===== src/rtl/tdm_demux4.sv =====
// tdm_demux4: receive end of a 4:1 TDM link, rebuilds channels A..D from one slot-aligned stream
// Ports:
//   clk, rst            clock (rising edge), synchronous active-high reset
//   i_din               sample for the current slot (WIDTH bits)
//   i_din_valid         a beat is taken on this edge
//   i_frame_sync        with i_din_valid: this beat is slot 0
//   o_a, o_b            regenerated select, {o_a,o_b} = slot of the next beat
//   o_A..o_D            published channels for slots 0..3
//   o_frame_valid       1-cycle pulse, o_A..o_D just updated
//   o_sync_err          1-cycle pulse, frame_sync arrived mid-frame
//   o_frame_cnt         8-bit published-frame counter (only with TDM_DEMUX4_FCNT_EN)
//   o_locked            high while in LOCK
module tdm_demux4 #(
   parameter int WIDTH = 1
) (
   input  logic             clk,
   input  logic             rst,
   input  logic [WIDTH-1:0] i_din,
   input  logic             i_din_valid,
   input  logic             i_frame_sync,
   output logic             o_a,
   output logic             o_b,
   output logic [WIDTH-1:0] o_A,
   output logic [WIDTH-1:0] o_B,
   output logic [WIDTH-1:0] o_C,
   output logic [WIDTH-1:0] o_D,
   output logic             o_frame_valid,
   output logic             o_sync_err,
`ifdef TDM_DEMUX4_FCNT_EN
   output logic [7:0]       o_frame_cnt,
`endif
   output logic             o_locked
);
   typedef enum logic {HUNT, LOCK} state_t;
   state_t           r_state, w_state_nx;
   logic [1:0]       r_slot, w_slot_nx, w_idx;
   logic [WIDTH-1:0] r_sh [3];
   logic [WIDTH-1:0] r_A, r_B, r_C, r_D;
   logic             r_fv, r_serr;
   logic             w_sync, w_wr, w_pub, w_err;
`ifdef TDM_DEMUX4_FCNT_EN
   logic [7:0]       r_fcnt;
   assign o_frame_cnt = r_fcnt;
`endif
   always_ff @(posedge clk)
      if (rst) r_state <= HUNT;
      else     r_state <= w_state_nx;
   // A sync beat always restarts the frame at slot 0; in HUNT only sync beats are taken.
   // Slot 3 is never shadowed: its sample goes straight to o_D at publish time.
   always_comb begin
      w_sync     = i_din_valid && i_frame_sync;
      w_wr       = w_sync || (i_din_valid && r_state == LOCK);
      w_pub      = i_din_valid && !i_frame_sync && r_state == LOCK && r_slot == 2'd3;
      w_err      = w_sync && r_state == LOCK && r_slot != 2'd0;
      w_idx      = w_sync ? 2'd0 : r_slot;
      w_state_nx = w_sync ? LOCK : r_state;
      w_slot_nx  = w_sync ? 2'd1 : (w_wr ? r_slot + 2'd1 : r_slot);
   end
   always_ff @(posedge clk)
      if (rst) begin
         r_slot <= '0;
         r_sh   <= '{default: '0};
         r_A    <= '0;
         r_B    <= '0;
         r_C    <= '0;
         r_D    <= '0;
         r_fv   <= 1'b0;
         r_serr <= 1'b0;
`ifdef TDM_DEMUX4_FCNT_EN
         r_fcnt <= '0;
`endif
      end else begin
         r_slot <= w_slot_nx;
         r_fv   <= w_pub;
         r_serr <= w_err;
         if (w_wr && w_idx != 2'd3) r_sh[w_idx] <= i_din;
         if (w_pub) {r_A, r_B, r_C, r_D} <= {r_sh[0], r_sh[1], r_sh[2], i_din};
`ifdef TDM_DEMUX4_FCNT_EN
         if (w_pub) r_fcnt <= r_fcnt + 8'd1;
`endif
      end
   assign o_a           = r_slot[1];
   assign o_b           = r_slot[0];
   assign o_A           = r_A;
   assign o_B           = r_B;
   assign o_C           = r_C;
   assign o_D           = r_D;
   assign o_frame_valid = r_fv;
   assign o_sync_err    = r_serr;
   assign o_locked      = r_state == LOCK;
endmodule

===== config.mk =====
export PLATFORM = sky130hd
export DESIGN_NAME = tdm_demux4
export DESIGN_NICKNAME = d
export VERILOG_FILES = /design/src/rtl/tdm_demux4.sv
export SDC_FILE = /design/constraint.sdc
export NUM_CORES = 1
export LEC_CHECK = 0
export BUFFER_PORTS_ARGS = -buffer_cell sky130_fd_sc_hd__buf_2
export CAP_MARGIN = 40
export CORE_MARGIN = 3
export CORE_UTILIZATION = 34
export DETAILED_ROUTE_END_ITERATION = 8
export SETUP_SLACK_MARGIN = 0.2
export SLEW_MARGIN = 20
export SYNTH_ARGS = -nofsm -noshare
export SYNTH_HDL_FRONTEND = slang
export SYNTH_SLANG_ARGS = --single-unit

===== constraint.sdc =====
create_clock -name clk -period 1.55 [get_ports clk]
set_clock_uncertainty 0.05 [all_clocks]
set_input_delay 0.0775 -clock clk [delete_from_list [all_inputs] [get_ports clk]]
set_output_delay 0.0775 -clock clk [all_outputs]
set_load 0.05 [all_outputs]

==> flow_summary.rst <==
.. list-table::
   :header-rows: 1

   * - Metric
     - Value
   * - Initial DRC Count
     - 3
   * - Clock latency on the worst-skew pair
     - about 270 ps
   * - Final weighted congestion in routability-driven placement
     - approximately 0.75
   * - Instance count of the mapped netlist
     - 48
   * - Number of buffers inserted for hold repair after clock tree synthesis
     - 0
   * - Setup repair after global routing missed its margin
     - false
   * - Number of routed nets with antenna violations
     - 0
   * - Remaining DRCs
     - 0
   * - Largest net degree at the start of global routing
     - 14
   * - Clock sinks
     - 12
   * - P&R area growth vs syn
     - 24.5%
   * - Critical path's top delay family
     - flip-flops
   * - Detailed Route WL
     - around 850 microns
   * - Estimated wirelength of the detail-placed design
     - 610 microns
   * - Cell breakdown of the critical path
     - ha_1 -> nand4b_2 -> nand3b_1 -> o21ai_0
   * - Register bit total from synthesis
     - 12
   * - Final worst-path cycle share
     - 0.730
   * - Critical path data required time
     - ~1700 ps
   * - Worst Setup EP
     - o_D$_SDFFE_PP0P_
   * - Shortest period the worst path allows
     - 1130 ps
   * - Synth top area share
     - 0.495
   * - Number of warning messages in the yosys log
     - 0
   * - Logic depth of the worst setup path including buffers
     - 4
   * - All-Layer GR Usage
     - 0.102
   * - Synthesized area per cell
     - 10.1 sq um
   * - TritonCTS buffer count
     - 3
   * - Fmax
     - 883 MHz
   * - Fraction of the yosys area taken by sequential cells
     - 0.495
   * - Crit path launch
     - r_slot[0]$_SDFFE_PP0P_
   * - Post-cts gate resize count
     - 0
   * - Sort of element at the start of the critical path
     - flip-flop
   * - Endpoint arrival time on the critical path
     - 1240 ps
   * - Root buffer cell
     - clkbuf_4
   * - Number of ports placed on the die boundary
     - 14
   * - Initial antenna violation count
     - 0
   * - Worst r2r dst
     - o_D$_SDFFE_PP0P_
   * - Die outline width
     - between 40 and 50 microns
   * - Number of post-CTS setup repair buffers
     - 0
   * - DR WL/cell
     - 10.8 microns
   * - CTS tree
     - done
   * - Power Dens Cells
     - 1030 nW/um^2
   * - Top post-synthesis cells by area
     - dfxtp_1, mux2i_1, nand3b_1, ha_1, nand2b_1
   * - Buffer and inverter count on the worst path
     - 0
   * - Maximum count of clock buffers along a single path
     - 2
   * - Total Neg Setup Slack
     - 0 ps
   * - Via density per instance
     - 4.72
   * - Row count
     - 12
   * - Antenna cells
     - 0
   * - Cell taking the most area after synthesis
     - dfxtp_1
   * - Origin of the critical flop-to-flop path
     - r_slot[0]$_SDFFE_PP0P_
   * - Crit path largest cell delay
     - 380 ps
   * - Least-Margin Pin Slew
     - 228 ps
   * - Area used by multi-input combinational logic
     - 234 sq um
   * - Number of iterations in the first detailed-routing pass
     - 4
   * - Net count of the finished layout
     - 72
   * - Start-to-end type of the worst setup path
     - flip-flop to flip-flop
   * - Slowest stage cell, crit path
     - dfxtp_2
   * - Fraction of final layout cells sized beyond drive strength 1
     - 0.344
   * - Initial core utilization
     - 0.399
   * - Synthesized netlist net count
     - 55
   * - Number of buffer cells added on primary ports
     - 13
   * - Overall die height
     - 43.8 microns
   * - H-Tree Depth
     - 1
   * - Worst-path fanout max
     - 9
   * - Total standard cell area after synthesis
     - 485 sq um
   * - Worst rel slew slack
     - 0.847
   * - Number of fill cells
     - about 110
   * - Routed vias
     - 368
   * - Vias in the first global route
     - 333
   * - Crit path capture type
     - flip-flop
   * - Lkg Pwr
     - approximately 0.29 nW
   * - Grt ovf
     - 0
   * - First-pass GRT wire length
     - 1430 microns
   * - Fin Hold WS
     - 43.9 ps
   * - Max-slew violation total from the final report
     - 0
   * - Type of the most critical hold path
     - input port to flip-flop
   * - Largest voltage drop on the vdd net
     - just over 0.5 mV
   * - Number of hold violations in the final report
     - 0
   * - Outcome
     - finished, final reports clean
   * - Area occupied by registers
     - around 240 sq um
   * - Yosys cell types
     - 18
   * - Total Die Area
     - 1920 sq um
   * - Max-cap viol count
     - 0
   * - Area of the core
     - between 1000 and 1500 sq um
   * - Final setup viols
     - 0
   * - Clock-pin transition on the worst setup and hold timing paths
     - 70 ps
   * - Flop-to-flop setup slack
     - about 420 ps
   * - R2R cell count
     - 4
-- kinds of logic after synthesis --
| group | count (synthesis) | synth area share |
|---|---|---|
| buffers and inverters | 3 | 0.0232 |
| AOI/OAI and AO/OA | 9 | 0.111 |
| and+or+nand+nor | 19 | 0.258 |
| muxes | 3 | 0.0619 |
| DFF | 12 | 0.495 |
| adders and majority gates | 2 | 0.0515 |
-- per-stage QoR --
step / total power, mW / std cells / utilization / instance area, sq um / worst slack [ps]
after global routing: 0.655 / 78 / 0.497 / 604 / 291
after CTS: 0.637 / 78 / 0.497 / 604 / 401
after floorplan: 0.367 / 48 / - / 489 / 283
final: 0.621 / 78 / 0.497 / 604 / 418
after detailed placement: 0.385 / 74 / 0.467 / 568 / 411
after global placement: 0.385 / 74 / 0.467 / 568 / 452
-- where the power goes --
part / total, mW / internal [mW] / switching (mW)
registers: 0.322 / 0.315 / 0.00699
logic: 0.0552 / 0.0207 / 0.0345
clock network: 0.244 / 0.143 / 0.101
-- cells in the mapped netlist --
cell type,count
o21ai_0,5
ha_1,2
dfxtp_1,12
o21a_1,1
nor2_1,5
clkbuf_1,1
mux2i_1,3
nand3_1,2
nand4b_1,1
a211oi_1,1
and3b_2,1
a2bb2oi_1,1
nand2b_1,4
nor3b_1,1
a21oi_1,1
nand4b_2,1
nand3b_1,4
inv_1,2
-- registers in the layout, indices dropped and copies added, names as in the netlist --
register and cells:
o_sync_err 1, r_slot 2, o_C 1, o_D 1
o_B 1, o_locked 1, o_frame_valid 1, r_sh 3
o_A 1
-- layout make-up --
class	instances	area share
Clock buffer	4	0.0600
Inverter	2	0.0124
Multi-Input combinational cell	33	0.387
Sequential cell	12	0.404
Tap cell	14	0.0290
Timing Repair Buffer	13	0.108
-- layer usage --
metal,global-route usage,vias up,share of wire
met2,0.140,10,0.43
met3,0.0747,2,0.073
met4,0.0361,0,0.013
met5,0,-,0
li1,-,203,-
met1,0.123,153,0.48
-- tightest hold or removal path: stages --
cell and delay, ps:
buf_2 130, nand4b_1 80, nor2_1 40
-- worst min path at each step --
stage / from / to / slack, ps / cells after the start
final: i_frame_sync / o_sync_err$_SDFF_PP0_ / 40 / 3
after detailed placement: i_frame_sync / o_sync_err$_SDFF_PP0_ / 330 / 3
after CTS: i_frame_sync / o_sync_err$_SDFF_PP0_ / 30 / 3
after floorplan: i_din_valid / o_locked$_SDFFE_PP0P_ / 170 / 2
after global placement: i_frame_sync / o_sync_err$_SDFF_PP0_ / 330 / 3
after global routing: i_frame_sync / o_sync_err$_SDFF_PP0_ / 40 / 3
-- cells in the final DEF (no fill, tap or decap), types with 2 or more instances in the layout --
| cell type | count |
|---|---|
| nor2_1 | 5 |
| inv_1 | 2 |
| buf_2 | 13 |
| clkbuf_4 | 3 |
| nand3_1 | 2 |
| dfxtp_2 | 3 |
| ha_1 | 2 |
| mux2i_1 | 3 |
| o21ai_0 | 5 |
| dfxtp_1 | 9 |
| nand2b_1 | 4 |
| nand3b_1 | 4 |
No activity file was read; power rests on OpenSTA's default activity.
